`src/rtl/pipeline_ctrl_pkg.sv`:
```
// rtl/pipeline_ctrl_pkg.sv - shared types and defaults for the pipeline stall/flush/redirect scheduler
package pipeline_ctrl_pkg;

    typedef enum logic [1:0] {
        RUN      = 2'd0,
        MEM_WAIT = 2'd1,
        DRAIN    = 2'd2
    } pipe_ctrl_state_t;

    typedef enum logic [1:0] {
        REDIR_SEQ    = 2'd0,
        REDIR_BRANCH = 2'd1,
        REDIR_EXC    = 2'd2,
        REDIR_EPC    = 2'd3
    } redirect_src_t;

    localparam int EXC_DRAIN_DEFAULT   = 2;
    localparam int MEM_TIMEOUT_DEFAULT = 16;

    typedef struct packed {
        logic          stall_if;
        logic          stall_id;
        logic          stall_ex;
        logic          stall_mem;
        logic          bubble_ex;
        logic          flush_id;
        logic          flush_ex;
        redirect_src_t redirect;
        logic          mem_timeout;
    } ctrl_out_t;

endpackage

```
`src/rtl/load_use_detect.sv`:
```
// rtl/load_use_detect.sv - combinational load-use hazard compare between the EX load and the ID readers
module load_use_detect (
    input  logic       id_valid,
    input  logic [4:0] id_rs,
    input  logic [4:0] id_rt,
    input  logic       id_uses_rs,
    input  logic       id_uses_rt,
    input  logic [4:0] ex_rd,
    input  logic       ex_writeenable,
    input  logic       ex_is_load,
    output logic       hazard
);

    logic rs_match;
    logic rt_match;

    assign rs_match = id_uses_rs && (id_rs == ex_rd);
    assign rt_match = id_uses_rt && (id_rt == ex_rd);

    // $zero is never a real dependency, so a load targeting it cannot stall
    assign hazard = ex_is_load && ex_writeenable && (ex_rd != 5'd0) && id_valid
                    && (rs_match || rt_match);

endmodule

```
`src/rtl/pipeline_ctrl.sv`:
```
// rtl/pipeline_ctrl.sv - stall/flush/redirect scheduler for the 5-stage pipeline; PIPELINE_CTRL_PERF_EN adds perf counters
module pipeline_ctrl
    import pipeline_ctrl_pkg::*;
#(
    parameter int MEM_TIMEOUT  = MEM_TIMEOUT_DEFAULT,
    parameter int DRAIN_CYCLES = EXC_DRAIN_DEFAULT
) (
    input  logic        clock,
    input  logic        reset,
    input  logic        id_valid,
    input  logic [4:0]  id_rs,
    input  logic [4:0]  id_rt,
    input  logic        id_uses_rs,
    input  logic        id_uses_rt,
    input  logic [4:0]  ex_rd,
    input  logic        ex_writeenable,
    input  logic        ex_is_load,
    input  logic        ex_branch_taken,
    input  logic        ex_exception,
    input  logic        ex_eret,
    input  logic        mem_req,
    input  logic        mem_ready,
    output logic        stall_if,
    output logic        stall_id,
    output logic        stall_ex,
    output logic        stall_mem,
    output logic        bubble_ex,
    output logic        flush_id,
    output logic        flush_ex,
    output logic [1:0]  redirect_sel,
    output logic        mem_timeout,
    output logic [31:0] load_stall_cnt,
    output logic [31:0] mem_wait_cnt
);

    localparam logic [7:0] WAIT_LAST  = 8'(MEM_TIMEOUT - 1);
    localparam logic [2:0] DRAIN_LOAD = 3'(DRAIN_CYCLES);

    pipe_ctrl_state_t state, state_nx;
    logic [7:0]       wait_cnt, wait_nx;
    logic [2:0]       drain_cnt, drain_nx;
    logic             rst_q;
    logic             blank;
    logic             hazard;
    ctrl_out_t        cn;
    ctrl_out_t        co;

    load_use_detect u_load_use_detect (
        .id_valid       (id_valid),
        .id_rs          (id_rs),
        .id_rt          (id_rt),
        .id_uses_rs     (id_uses_rs),
        .id_uses_rt     (id_uses_rt),
        .ex_rd          (ex_rd),
        .ex_writeenable (ex_writeenable),
        .ex_is_load     (ex_is_load),
        .hazard         (hazard)
    );

    // Outputs are silenced while reset is high and for the one cycle after it
    assign blank = reset || rst_q;

    always_comb begin
        cn        = '0;
        state_nx  = state;
        wait_nx   = wait_cnt;
        drain_nx  = drain_cnt;
        case (state)
            RUN: begin
                if (mem_req && !mem_ready) begin
                    cn.stall_if  = 1'b1;
                    cn.stall_id  = 1'b1;
                    cn.stall_ex  = 1'b1;
                    cn.stall_mem = 1'b1;
                    state_nx     = MEM_WAIT;
                    wait_nx      = 8'd1;
                end else if (ex_exception) begin
                    cn.redirect = REDIR_EXC;
                    cn.flush_id = 1'b1;
                    cn.flush_ex = 1'b1;
                    state_nx    = DRAIN;
                    drain_nx    = DRAIN_LOAD;
                end else if (ex_eret) begin
                    cn.redirect = REDIR_EPC;
                    cn.flush_id = 1'b1;
                    cn.flush_ex = 1'b1;
                end else if (ex_branch_taken) begin
                    cn.redirect = REDIR_BRANCH;
                    cn.flush_id = 1'b1;
                end else if (hazard) begin
                    cn.stall_if  = 1'b1;
                    cn.stall_id  = 1'b1;
                    cn.bubble_ex = 1'b1;
                end
            end
            MEM_WAIT: begin
                if (mem_ready) begin
                    state_nx = RUN;
                    wait_nx  = 8'd0;
                end else if (wait_cnt == WAIT_LAST) begin
                    // Timeout becomes an exception; the PC must load the vector, so no stalls
                    cn.mem_timeout = 1'b1;
                    cn.redirect    = REDIR_EXC;
                    cn.flush_id    = 1'b1;
                    cn.flush_ex    = 1'b1;
                    state_nx       = DRAIN;
                    wait_nx        = 8'd0;
                    drain_nx       = DRAIN_LOAD;
                end else begin
                    cn.stall_if  = 1'b1;
                    cn.stall_id  = 1'b1;
                    cn.stall_ex  = 1'b1;
                    cn.stall_mem = 1'b1;
                    wait_nx      = (wait_cnt == 8'hFF) ? wait_cnt : wait_cnt + 8'd1;
                end
            end
            DRAIN: begin
                if (ex_exception) begin
                    cn.redirect = REDIR_EXC;
                    cn.flush_id = 1'b1;
                    cn.flush_ex = 1'b1;
                    drain_nx    = DRAIN_LOAD;
                end else begin
                    cn.stall_if = 1'b1;
                    cn.flush_id = 1'b1;
                    drain_nx    = drain_cnt - 3'd1;
                    if (drain_cnt <= 3'd1) begin
                        state_nx = RUN;
                        drain_nx = 3'd0;
                    end
                end
            end
            default: begin
                state_nx = RUN;
                wait_nx  = 8'd0;
                drain_nx = 3'd0;
            end
        endcase
    end

    assign co = blank ? '0 : cn;

    always_ff @(posedge clock) begin
        rst_q <= reset;
        if (reset) begin
            state     <= RUN;
            wait_cnt  <= 8'd0;
            drain_cnt <= 3'd0;
        end else if (!rst_q) begin
            state     <= state_nx;
            wait_cnt  <= wait_nx;
            drain_cnt <= drain_nx;
        end
    end

    assign stall_if     = co.stall_if;
    assign stall_id     = co.stall_id;
    assign stall_ex     = co.stall_ex;
    assign stall_mem    = co.stall_mem;
    assign bubble_ex    = co.bubble_ex;
    assign flush_id     = co.flush_id;
    assign flush_ex     = co.flush_ex;
    assign redirect_sel = co.redirect;
    assign mem_timeout  = co.mem_timeout;

`ifdef PIPELINE_CTRL_PERF_EN
    logic [31:0] load_stall_q;
    logic [31:0] mem_wait_q;

    always_ff @(posedge clock) begin
        if (reset) begin
            load_stall_q <= 32'd0;
            mem_wait_q   <= 32'd0;
        end else begin
            if (co.bubble_ex) begin
                load_stall_q <= load_stall_q + 32'd1;
            end
            if (!blank && state == MEM_WAIT) begin
                mem_wait_q <= mem_wait_q + 32'd1;
            end
        end
    end

    assign load_stall_cnt = load_stall_q;
    assign mem_wait_cnt   = mem_wait_q;
`else
    assign load_stall_cnt = 32'd0;
    assign mem_wait_cnt   = 32'd0;
`endif

endmodule

```
`config.mk`:
```
export PLATFORM = sky130hd
export DESIGN_NAME = pipeline_ctrl
export DESIGN_NICKNAME = d
export VERILOG_FILES = /design/src/rtl/pipeline_ctrl_pkg.sv /design/src/rtl/load_use_detect.sv /design/src/rtl/pipeline_ctrl.sv
export SDC_FILE = /design/constraint.sdc
export NUM_CORES = 1
export LEC_CHECK = 0
export CAP_MARGIN = 20
export CORE_MARGIN = 5
export CORE_UTILIZATION = 37
export CTS_BUF_LIST = sky130_fd_sc_hd__clkbuf_4 sky130_fd_sc_hd__clkbuf_8
export DETAILED_ROUTE_END_ITERATION = 12
export PLACE_DENSITY = 0.85
export SLEW_MARGIN = 10
export SYNTH_ARGS = -nofsm -noshare
export SYNTH_HDL_FRONTEND = slang
export SYNTH_SLANG_ARGS = --single-unit
export TNS_END_PERCENT = 30
```
`constraint.sdc`:
```
create_clock -name clock -period 2.1 [get_ports clock]
set_clock_uncertainty 0.2 [all_clocks]
set_input_delay 0.42 -clock clock [delete_from_list [all_inputs] [get_ports clock]]
set_output_delay 0.42 -clock clock [all_outputs]
set_load 0.01 [all_outputs]
```
After elaboration in Yosys (flattened, before gate mapping)
Cells that the tools add are included.
{ "word_totals": {"regBits": 14, "output_inout_bits": 74} }
{ "op_classes": {"add_sub_neg": 2, "order_cmp": 1, "eq_ne": 16, "muxes": 48, "n_bitwise": 2, "n_reduce_logical": 15} }
{ "op_table": {"columns": ["operator", "n"], "rows": [
  ["$mux W8", 4],
  ["$mux W2", 13],
  ["$pmux W8 S3", 1],
  ["$mux W3", 7],
  ["$mux W5", 3],
  ["$ne A2 B2 Y1 const B", 7],
  ["$mux W4", 3],
  ["$pmux W4 S3", 1],
  ["$mux W1", 11],
  ["$eq A5 B5 Y1", 2],
  ["$mux W10", 1],
  ["$reduce_and A5 Y1", 2],
  ["$pmux W3 S3", 1],
  ["$add A8 B1 Y8 const B", 1],
  ["$eq A8 B4 Y1 const B", 1],
  ["$eq A8 B8 Y1 const B", 1],
  ["$logic_and A1 B1 Y1", 7],
  ["$ne A3 B3 Y1 const B", 2],
  ["$pmux W2 S3", 1],
  ["$pmux W3 S2", 1],
  ["$reduce_bool A5 Y1", 1],
  ["$ne A4 B4 Y1 const B", 1],
  ["$reduce_and A4 Y1", 1],
  ["$le A3 B1 Y1 const B", 1],
  ["other kinds (8)", 10]
]} }

Longest topological paths before layout
Gate-level depths: netlist of run 1.
{ "depth": {"ltp_word": 11, "depth_mapped": 6} }

Hierarchy
From an unflattened synthesis of run 1, not the netlist that was laid out.
{ "hier_totals": {"cells_unflattened": 219, "hier_area_um2": 1632.8} }
{ "modules_own_cells": {"columns": ["module", "instances", "cells_per_inst", "area_each_um2", "seq_area_each_um2"], "rows": [
  ["pipeline_ctrl", 1, 202, 1501.4, 280.3],
  ["load_use_detect", 1, 17, 131.4, 0.0]
]} }

Worst setup path after synthesis of run 1
Ideal clock, no wire load.
{ "synth_timing": {"path_type": "input to output", "from": "in reset", "to": "out stall_if", "arrival_ns": 1.670, "required_time_ns": 1.480, "slack_ns": -0.190, "path_stages": 6, "n_path_buf": 2, "cell_sequence": "clkbuf_1 > or2_2 > clkbuf_1 > nor3_1 > nand4_1 > o21ai_0"} }
{ "synth_via": {"elab_chain_len": 2} }
{ "synth_lines": {"columns": ["element", "line_no", "rtl"], "rows": [
  ["start: declaration", "pipeline_ctrl.sv:9", "input logic reset,"],
  ["$logic_or A1 B1 Y1", "pipeline_ctrl.sv:61", "assign blank = reset || rst_q;"],
  ["$mux W10", "pipeline_ctrl.sv:141", "assign co = blank ? '0 : cn;"],
  ["end: declaration", "pipeline_ctrl.sv:23", "output logic stall_if,"]
]} }
No other way between the ends.

Final worst setup path of run 1
{ "layout_timing": {"from": "in mem_ready", "to": "out redirect_sel[1]"} }
{ "layout_via": {"elab_chain_len": 5, "word_cells_on_any_way": 6, "cone_classes": "mux: 4; reduce/logical: 2"} }
{ "layout_lines": {"columns": ["element", "line_no", "rtl"], "rows": [
  ["start: declaration", "pipeline_ctrl.sv:22", "input logic mem_ready,"],
  ["$logic_not A1 Y1", "pipeline_ctrl.sv:70", "if (mem_req && !mem_ready) begin"],
  ["$logic_and A1 B1 Y1", "pipeline_ctrl.sv:70", null],
  ["$mux W5", "pipeline_ctrl.sv:70", null],
  ["$pmux W4 S3 (*)", "pipeline_ctrl.sv:68", "case (state)"],
  ["$mux W10 (*)", "pipeline_ctrl.sv:141", null],
  ["end: declaration", "pipeline_ctrl.sv:30", "output logic [1:0] redirect_sel,"]
]} }
Every way passes the cells marked *; elsewhere a longest branch is shown, timed or not.

==> impl_metrics.env, run 1 <==
export IMPL_p_sw_mw=0.288
export IMPL_core_area_mm2=0.00438
export IMPL_place_area_mm2=0.00214
export IMPL_min_path_type="reg2reg"
export IMPL_cts_tree="done"
export IMPL_grt_setup_unrepaired="true"
export IMPL_htreeDepth=1
export IMPL_drt_total_wl_um=4520
export IMPL_dp_cells=331
export IMPL_cp_end_kind="output port"
export IMPL_maxCapViolCount=0
export IMPL_grt_usage=0.134
export IMPL_ir_drop_mv=0.257
export IMPL_cts_buffer_depth=2
export IMPL_status="complete, but fails checks"
export IMPL_ff2ff_setup_slack_ns=0.09
export IMPL_slew_viol_final=0
export IMPL_hold_viol=0
export IMPL_synth_area_per_cell_um2=7.79
export IMPL_critPathMaxStageDelay_ns=0.43
export IMPL_fill_cells=403
export IMPL_yosys_warnings=0
export IMPL_dieArea_mm2=0.00602
export IMPL_clockRootBuffer="clkbuf_8"
export IMPL_power_total_mw=0.866
export IMPL_swShare=0.332
export IMPL_synth_edff_count=0
export IMPL_hold_path_startpoint="drain_cnt[0]$_SDFFE_PP0P_"
export IMPL_power_frac_clock=0.313
export IMPL_dp_hpwl_um=3520
export IMPL_reg2reg_depth=7
export IMPL_die_x_um=77.6
export IMPL_fin_area_mm2=0.00231
export IMPL_synth_top_cell_by_area="buf_4"
export IMPL_violations="negative setup slack"
export IMPL_num_io_pins=101
export IMPL_fin_util=0.526
export IMPL_grt_max_degree=16
export IMPL_nets=323
export IMPL_synthCells=217
export IMPL_crit_arrival_ns=1.68
export IMPL_drc=0
export IMPL_fin_cells=344
export IMPL_worstPathCellList="buf_2 -> or3b_4 -> nand3b_1 -> buf_6 -> a21oi_4 -> buf_6"
export IMPL_gr_total_overflow=0
export IMPL_fmax_ghz=0.435
export IMPL_p_leak_nw=1.06
export IMPL_cts_hold_buffers=0
export IMPL_synth_seq_cells=14
export IMPL_powerDensity_mw_per_mm2=376
export IMPL_fp_row_count=24
export IMPL_area_growth_pct=36.4
export IMPL_holdWs_ns=0.300
export IMPL_start_util=0.386
export IMPL_netlist_area_leader_share=0.293
export IMPL_internal_power_mw=0.578
export IMPL_synth_area_top_cells="buf_4 29%, dfxtp_1 17%, xor2_1 4.1%, a21oi_1 3.8%, nand4_1 2.6%"
export IMPL_chipHeight_um=77.6
export IMPL_layout_common_cells="64 x conb_1, 42 x buf_4, 16 x buf_2"
export IMPL_first_pass_iters=5
export IMPL_antenna_found_initial=0
export IMPL_cts_buffers=3
export IMPL_pwr_share_seq=0.321
export IMPL_ys_seq_area_frac=0.166
export IMPL_ant_nets=0
export IMPL_gp_congestion=0.836
export IMPL_crit_required_ns=1.48
export IMPL_cp_slowest_cell="or3b_4"
export IMPL_crit_type="in2out"
export IMPL_hold_depth=2
export IMPL_layout_setup_ws_ns=-0.199
export IMPL_hold_end="drain_cnt[0]$_SDFFE_PP0P_"
export IMPL_clk_latency_ns=0.25
export IMPL_fin_crit_sh=1.09
export IMPL_cts_sinks=14
export IMPL_setup_viol=9
export IMPL_layout_drive_gt1_share=0.366
export IMPL_synth_cell_types=55
export IMPL_grt_pass1_vias=1466
export IMPL_cp_max_fo=5
export IMPL_drt_iter0_markers=104
export IMPL_synth_flop_cell="dfxtp_1"
export IMPL_reg2reg_to="state[1]$_SDFFE_PP0P_"
export IMPL_pwr_share_comb=0.365
export IMPL_min_period_ns=2.30
export IMPL_final_common_cell="conb_1"
export IMPL_syn_area_mm2=0.00169
export IMPL_drt_vias_per_instance=4.75
export IMPL_wire_per_inst_um=13.1
export IMPL_worstReg2RegStart="wait_cnt[7]$_SDFFE_PP0P_"
export IMPL_cpMostUsedCell="buf_6"
export IMPL_clkTransAtPathRegs_ns=0.06
export IMPL_diodes=0
export IMPL_via_count=1633
export IMPL_start_kind="input pin"
export IMPL_synthArstFlopShare=0
export IMPL_portBuffers=36
export IMPL_grt_pass1_wl_um=6820
## stage by stage
stage                     TNS [ns]  worst slack (ns)
final                        -1.11            -0.199
after global routing         -1.64            -0.251
after CTS                   -0.789            -0.171
after detailed placement    -11.36            -0.928
after global placement      -10.33            -0.828
after floorplan            -0.0322           -0.0185
## per-layer routing
layer  global-route usage  up-vias  share of wire
li1                     -      795              -
met1                0.155      770           0.39
met2                0.243       59           0.53
met3               0.0313        9          0.065
met4               0.0412        0          0.015
met5                    0        -              0
## power groups by stage
stage | sequential (mW) | combinational, mW | clock [mW]
2_1_floorplan | 0.283 | 0.255 | 0
3_3_place_gp | 0.283 | 0.288 | 0
3_5_place_dp | 0.284 | 0.292 | 0
4_1_cts | 0.278 | 0.295 | 0.274
5_1_grt | 0.279 | 0.344 | 0.290
6_report | 0.278 | 0.316 | 0.271
## cells by family after synthesis
family | after synthesis | synth area share
compound gates | 48 | 0.200
other cells | 1 | 0.00222
flops | 14 | 0.166
buf+inv | 85 | 0.349
xor+xnor | 10 | 0.0518
mux | 1 | 0.00592
simple gates | 55 | 0.204
fa+ha+maj | 3 | 0.0222
## synth_stat cells (2+ instances only)
| library cell | instances |
|---|---|
| ha_1 | 3 |
| buf_6 | 3 |
| or3_1 | 2 |
| o21ai_0 | 7 |
| o21a_1 | 3 |
| xnor2_1 | 2 |
| o211ai_1 | 2 |
| a211oi_1 | 2 |
| or4_1 | 4 |
| nand3_1 | 4 |
| o31ai_1 | 4 |
| nor3_1 | 7 |
| buf_4 | 66 |
| nand4_1 | 7 |
| a21oi_1 | 13 |
| inv_1 | 11 |
| xor2_1 | 8 |
| clkbuf_1 | 5 |
| nor2_1 | 7 |
| nor4_1 | 2 |
| dfxtp_1 | 14 |
| and3_1 | 4 |
| nand2_1 | 5 |
## critical path: cells and delay by family
kind	cells	cell delay, ns
AO/OA/AOI/OAI	1	0.16
buffers and inverters	3	0.44
AND/OR/NAND/NOR	2	0.66
## cell type report
| class | count | area, um2 | area share |
|---|---|---|---|
| multi-input cells | 181 | 1210 | 0.523 |
| repair buffers | 82 | 654 | 0.284 |
| flip-flops and latches | 14 | 284 | 0.123 |
| well taps | 52 | 65.1 | 0.0282 |
| clock buffers | 4 | 55.1 | 0.0239 |
| inverters | 11 | 41.3 | 0.0179 |
## worst max path at each step
stage / slack [ns] / from / end
5_1_grt: -0.25 / state[1]$_SDFFE_PP0P_ / redirect_sel[1]
2_1_floorplan: -0.02 / reset / stall_if
4_1_cts: -0.17 / state[1]$_SDFFE_PP0P_ / redirect_sel[1]
3_3_place_gp: -0.83 / ex_rd[3] / bubble_ex
3_5_place_dp: -0.93 / ex_rd[4] / bubble_ex
6_report: -0.20 / mem_ready / redirect_sel[1]
## what timing repair did
item	CTS	global route
resized for setup	115	13
cloned	0	0
setup endpoints to repair	17	15
setup buffers	9	0
pin swaps	22	2
## sequential cells by signal (all words and copies together) (netlist names)
name	cells
wait_cnt	8
drain_cnt	3
state	2
rst_q	1
(Power assumes the default switching activity.)
==> run 2: changes to the inputs <==
==> constraint.sdc (replaced) <==
create_clock -name clock -period 2.5 [get_ports clock]
set_clock_uncertainty 0.2 [all_clocks]
set_input_delay 0.5 -clock clock [delete_from_list [all_inputs] [get_ports clock]]
set_output_delay 0.5 -clock clock [all_outputs]
set_load 0.01 [all_outputs]
==> run 2 against run 1 <==
Effect of this change: the run now ends clean; cell area down 11%; clock-buffer cell count shrank 1; die area is the same; power is 24% lower; first-iteration DRC count up 2.9%; final cell count down 5.8%; flip-flop and latch count did not move; critical path type unchanged; largest power group is now registers; highest routed layer unchanged.
==> impl_metrics.env, run 2 (synthesis results as in run 1) <==
export IMPL_area_growth_pct=21.8
export IMPL_ff2ff_setup_slack_ns=0.49
export IMPL_clockRootBuffer="clkbuf_8"
export IMPL_layout_drive_gt1_share=0.261
export IMPL_final_common_cell="conb_1"
export IMPL_cts_hold_buffers=0
export IMPL_start_kind="input pin"
export IMPL_reg_largest_list="wait_cnt: 8 flops, drain_cnt: 3 flops, state: 2 flops"
export IMPL_fill_cells=421
export IMPL_fin_crit_sh=0.978
export IMPL_powerDensity_mw_per_mm2=319
export IMPL_ir_drop_mv=0.222
export IMPL_reg2reg_depth=7
export IMPL_clk_latency_ns=0.25
export IMPL_drc=0
export IMPL_wire_per_inst_um=13.3
export IMPL_slew_viol_final=0
export IMPL_antenna_found_initial=0
export IMPL_chipHeight_um=77.6
export IMPL_dieArea_mm2=0.00602
export IMPL_holdWs_ns=0.309
export IMPL_diodes=0
export IMPL_min_period_ns=2.45
export IMPL_die_x_um=77.6
export IMPL_via_count=1575
export IMPL_crit_start="id_rt[1]"
export IMPL_grt_busiest_layer="met2"
export IMPL_setup_viol=0
export IMPL_crit_required_ns=1.80
export IMPL_start_util=0.386
export IMPL_grt_pass1_vias=1382
export IMPL_dp_hpwl_um=3450
export IMPL_cp_endpoint="bubble_ex"
export IMPL_p_leak_nw=0.956
export IMPL_nets=304
export IMPL_gp_congestion=0.832
export IMPL_reg2reg_to="wait_cnt[2]$_SDFFE_PP0P_"
export IMPL_worstReg2RegStart="wait_cnt[1]$_SDFFE_PP0P_"
export IMPL_gr_total_overflow=0
export IMPL_maxCapViolCount=0
export IMPL_cts_tree="done"
export IMPL_top_register="wait_cnt"
export IMPL_first_pass_iters=4
export IMPL_largest_reg_flops=8
export IMPL_use_met1=0.143
export IMPL_status="finished clean"
export IMPL_drt_iter0_markers=107
export IMPL_fmax_ghz=0.409
export IMPL_grt_use_met2=0.236
export IMPL_grt_max_degree=16
export IMPL_layout_setup_ws_ns=0.0541
export IMPL_crit_arrival_ns=1.75
export IMPL_grt_usage=0.129
export IMPL_cts_sinks=14
export IMPL_htreeDepth=1
export IMPL_cts_buffer_depth=2
export IMPL_drt_total_wl_um=4330
export IMPL_cts_buffers=3
export IMPL_core_area_mm2=0.00438
export IMPL_layout_common_cells="64 x conb_1, 26 x buf_4, 14 x dfxtp_1"
export IMPL_min_path_type="reg2reg"
export IMPL_cp_end_kind="output port"
export IMPL_num_io_pins=101
export IMPL_pre_cts_ws_ns=-0.680
export IMPL_drt_vias_per_instance=4.86
export IMPL_cp_max_fo=2
export IMPL_fp_row_count=24
export IMPL_use_met3=0.0359
export IMPL_ant_nets=0
export IMPL_clkTransAtPathRegs_ns=0.06
export IMPL_crit_type="in2out"
export IMPL_portBuffers=36
export IMPL_grt_pass1_wl_um=6470
export IMPL_hold_viol=0
## run 2: timing repair
| action | in CTS | in global routing |
|---|---|---|
| pin swaps | 8 | 16 |
| resized for setup | 65 | 31 |
| endpoints found under the setup margin | 10 | 10 |
| buffers inserted | 2 | 0 |
## run 2: routing by layer
layer  share of wire  routed length (um)
met1            0.38                1630
met2            0.53                2310
met3           0.073                 314
met4           0.015                  63
met5               0                   0
## run 2: final cells by class
| cell class | instances | area [um2] | area share |
|---|---|---|---|
| Multi-Input combinational cell | 181 | 1150 | 0.557 |
| Timing Repair Buffer | 63 | 484 | 0.235 |
| Sequential cell | 14 | 280 | 0.136 |
| Tap cell | 52 | 65.1 | 0.0316 |
| Clock buffer | 3 | 41.3 | 0.0201 |
| Inverter | 11 | 41.3 | 0.0201 |
## run 2: report_power, final
part | switching, mW | internal (mW) | leakage (nW)
Combinational | 0.137 | 0.0957 | 0.821
Clock | 0.0816 | 0.107 | 0.0216
Sequential | 0.00634 | 0.229 | 0.114
Total | 0.225 | 0.432 | 0.956
## run 2: critical path: stages
cell           delay [ns]
dlygate4sd2_1        0.24
xor2_1               0.14
nor4_2               0.29
a32oi_2              0.11
buf_4                0.17
nor3_4               0.14
buf_2                0.16
## run 2: stage by stage
stage          utilization  instances  area (um2)   TNS, ns  power (mW)
6_report             0.469        324        2060         0       0.657
4_1_cts              0.467        324        2050    -0.183       0.655
2_1_floorplan            -        280        1930         0       0.444
5_1_grt              0.469        324        2060  -0.00965       0.697
3_5_place_dp         0.457        319        2000     -6.12       0.467
3_3_place_gp         0.457        319        2000     -5.57       0.462
## run 2: worst min path at each step
stage,from,depth (start not counted),endpoint
finish,drain_cnt[0]$_SDFFE_PP0P_,2,drain_cnt[0]$_SDFFE_PP0P_
detailed placement,drain_cnt[0]$_SDFFE_PP0P_,2,drain_cnt[0]$_SDFFE_PP0P_
CTS,drain_cnt[0]$_SDFFE_PP0P_,2,drain_cnt[0]$_SDFFE_PP0P_
floorplan,drain_cnt[0]$_SDFFE_PP0P_,2,drain_cnt[0]$_SDFFE_PP0P_
global route,drain_cnt[0]$_SDFFE_PP0P_,2,drain_cnt[0]$_SDFFE_PP0P_
global placement,drain_cnt[0]$_SDFFE_PP0P_,2,drain_cnt[0]$_SDFFE_PP0P_
==> run 3: changes to the inputs <==
--- a/config.mk
+++ b/config.mk
@@ -5,14 +5,14 @@
 export SDC_FILE = /design/constraint.sdc
 export NUM_CORES = 1
 export LEC_CHECK = 0
-export CAP_MARGIN = 20
 export CORE_MARGIN = 5
 export CORE_UTILIZATION = 37
 export CTS_BUF_LIST = sky130_fd_sc_hd__clkbuf_4 sky130_fd_sc_hd__clkbuf_8
 export DETAILED_ROUTE_END_ITERATION = 12
-export PLACE_DENSITY = 0.85
+export PLACE_DENSITY = 0.86
 export SLEW_MARGIN = 10
 export SYNTH_ARGS = -nofsm -noshare
 export SYNTH_HDL_FRONTEND = slang
+export SYNTH_HIERARCHICAL = 1
 export SYNTH_SLANG_ARGS = --single-unit
 export TNS_END_PERCENT = 30
==> constraint.sdc (replaced) <==
create_clock -name clock -period 2.9 [get_ports clock]
set_clock_uncertainty 0.2 [all_clocks]
set_input_delay 0.58 -clock clock [delete_from_list [all_inputs] [get_ports clock]]
set_output_delay 0.58 -clock clock [all_outputs]
set_load 0.01 [all_outputs]
==> run 3 against run 2 <==
Effect of this change: critical endpoint is now stall_if; hold slack got worse by 0.0086 ns; clock-buffer cell count unchanged; cell area shrank 4.7%; clock power decreased by 17%; sequential power fell by 12%.
==> impl_metrics.env, run 3 <==
export IMPL_status="finished clean"
export IMPL_dp_cells=312
export IMPL_drt_total_wl_um=4100
export IMPL_layout_drive_gt1_share=0.211
export IMPL_yosys_area_share_simple=0.241
export IMPL_synth_most_common_cell="buf_4"
export IMPL_synth_area_per_cell_um2=7.46
export IMPL_synth_edff_count=0
export IMPL_grt_max_degree=18
export IMPL_drt_iter0_markers=92
export IMPL_crit_arrival_ns=2.09
export IMPL_cp_slowest_cell="dlygate4sd2_1"
export IMPL_seq_area_um2=280
export IMPL_hold_viol=0
export IMPL_yosys_area_share_xor_xnor=0.0536
export IMPL_critPathTopFamily="simple AND/OR/NAND/NOR gates"
export IMPL_yosys_warnings=6
export IMPL_synth_compound_area_frac=0.179
export IMPL_fin_cells=318
export IMPL_ff2ff_setup_slack_ns=0.81
export IMPL_synthTopCellsByCount="66 x buf_4, 16 x a21oi_1, 15 x nor2_1"
export IMPL_core_area_mm2=0.00432
export IMPL_netlist_area_leader_share=0.303
export IMPL_gp_congestion=0.867
export IMPL_ant_nets=0
export IMPL_fmax_ghz=0.348
export IMPL_drt_met1_wl_um=1590
export IMPL_crit_required_ns=2.12
export IMPL_reg2reg_depth=6
export IMPL_synth_top_family_by_area="buffers and inverters"
export IMPL_die_x_um=76.4
export IMPL_synth_top_cell_by_area="buf_4"
export IMPL_powerDensity_mw_per_mm2=283
export IMPL_synthCells=219
export IMPL_reg_largest_list="wait_cnt: 8 flops, drain_cnt: 3 flops, state: 2 flops"
export IMPL_clk_latency_ns=0.24
export IMPL_layout_common_cells="64 x conb_1, 17 x buf_4, 14 x a21oi_1, 14 x dfxtp_1, 13 x nor2_1"
export IMPL_p_leak_nw=0.931
export IMPL_synthArstFlopShare=0
export IMPL_chipHeight_um=76.4
export IMPL_worstPathCellList="dlygate4sd2_1 -> xor2_1 -> nor4_1 -> nand3_1 -> a21oi_2 -> nand3_2 -> nand2_2 -> nor2_4 -> o31ai_4 -> buf_2"
export IMPL_reg2reg_to="drain_cnt[2]$_SDFFE_PP0P_"
export IMPL_crit_type="in2out"
export IMPL_synth_seq_cells=14
export IMPL_final_common_cell="conb_1"
export IMPL_ys_seq_area_frac=0.172
export IMPL_synth_flop_cell="dfxtp_1"
export IMPL_hold_end="wait_cnt[1]$_SDFFE_PP0P_"
export IMPL_clkTransAtPathRegs_ns=0.06
export IMPL_routed_wl_met3_um=392
export IMPL_synth_mux_area_frac=0
export IMPL_cts_hold_buffers=0
export IMPL_critPathMaxStageDelay_ns=0.25
export IMPL_hold_path_startpoint="wait_cnt[1]$_SDFFE_PP0P_"
export IMPL_synth_area_top_cells="buf_4 30%, dfxtp_1 17%, a21oi_1 4.9%, xor2_1 4.3%, nand3_1 4.0%"
export IMPL_cp_end_kind="output port"
export IMPL_antenna_found_initial=0
export IMPL_via_count=1526
export IMPL_syn_area_mm2=0.00163
export IMPL_fp_row_count=24
export IMPL_htreeDepth=1
export IMPL_dp_hpwl_um=3250
export IMPL_cts_tree="done"
export IMPL_wire_per_inst_um=12.9
export IMPL_cp_max_fo=3
export IMPL_multi_input_area_mm2=0.00112
export IMPL_fin_util=0.453
export IMPL_grt_pass1_vias=1403
export IMPL_met2WireLength_um=2020
export IMPL_top_register="wait_cnt"
export IMPL_first_pass_iters=4
export IMPL_drc=0
export IMPL_largest_reg_flops=8
export IMPL_routed_top_layer="met4"
export IMPL_drt_vias_per_instance=4.80
export IMPL_start_util=0.378
export IMPL_synth_fa_ha_area_frac=0.0230
export IMPL_slew_viol_final=0
export IMPL_num_io_pins=101
export IMPL_clockRootBuffer="clkbuf_8"
export IMPL_ir_drop_mv=0.100
export IMPL_path_buf_inv=2
export IMPL_fin_crit_sh=0.990
export IMPL_area_growth_pct=20.1
export IMPL_portBuffers=36
export IMPL_grt_setup_unrepaired="true"
export IMPL_min_period_ns=2.87
export IMPL_diodes=0
export IMPL_cts_buffer_depth=2
export IMPL_nets=298
export IMPL_min_path_type="reg2reg"
export IMPL_maxCapViolCount=0
export IMPL_fill_cells=448
export IMPL_synth_cell_types=47
export IMPL_grt_usage=0.125
export IMPL_cts_sinks=14
export IMPL_start_kind="input pin"
export IMPL_dieArea_mm2=0.00584
export IMPL_gr_total_overflow=0
export IMPL_grt_pass1_wl_um=6290
export IMPL_setup_viol=0
export IMPL_worstReg2RegStart="wait_cnt[0]$_SDFFE_PP0P_"
export IMPL_hold_depth=2
export IMPL_cts_buffers=3
run 3: cell count changes after synthesis, sizes merged, moves of 4 or more:
cell	delta
nand4	-7
inv	-6
nand2	+4
nand3	+9
a21oi	+4
o31ai	-4
nor2	+8
run 3: power breakdown:
part / leakage, nW / switching, mW / internal [mW]
registers: 0.114 / 0.00882 / 0.198
clock network: 0.0216 / 0.0644 / 0.0916
logic: 0.795 / 0.113 / 0.0778
run 3: what timing repair did:
action                                  in CTS  in global routing
endpoints found under the setup margin      10                  9
setup buffers                                1                  2
resized for setup                           47                 36
pin swaps                                   10                 14
run 3: cell type report:
cell class / count / share of cell area
flip-flops and latches: 14 / 0.143
inverters: 5 / 0.00957
well taps: 52 / 0.0332
clock buffers: 3 / 0.0211
multi-input cells: 191 / 0.569
repair buffers: 53 / 0.224
run 3: tightest hold or removal path, stage by stage (launching register included):
cell and delay [ns]:
dfxtp_1 0.33, nand2_1 0.07, a21oi_1 0.05
run 3: routing by layer:
metal,vias up,GRT usage
li1,729,-
met1,716,0.136
met2,73,0.225
met3,8,0.0378
met4,0,0.0420
met5,-,0
run 3: how the worst max path moves through the flow:
stage	slack [ns]	start	endpoint	cells past startpoint
after floorplan	0.36	ex_rd[2]	stall_if	8
after global placement	-0.71	ex_rd[2]	stall_if	10
after detailed placement	-0.82	ex_rd[3]	stall_if	10
after CTS	-0.17	mem_ready	flush_id	6
after global routing	-0.05	id_rs[2]	stall_if	10
final	0.03	id_rt[1]	stall_if	10
run 3: kinds of logic (layout without fill, tap and decap cells):
family          Yosys count  count (layout)
compound gates           44              44
xor+xnor                 10              10
fa+ha+maj                 3               3
buf+inv                  77              61
flops                    14              14
other cells               1              64
simple gates             70              70
run 3: metrics by stage:
stage / area (um2) / setup slack (ns) / hold WS [ns] / setup TNS, ns / total power, mW
global placement: 1880 / -0.714 / 0.273 / -2.99 / 0.395
detailed placement: 1880 / -0.820 / 0.293 / -3.38 / 0.399
floorplan: 1870 / 0.360 / 0.258 / 0 / 0.382
global route: 1960 / -0.0547 / 0.338 / -0.149 / 0.587
finish: 1960 / 0.0284 / 0.300 / 0 / 0.554
CTS: 1910 / -0.168 / 0.301 / -0.224 / 0.549
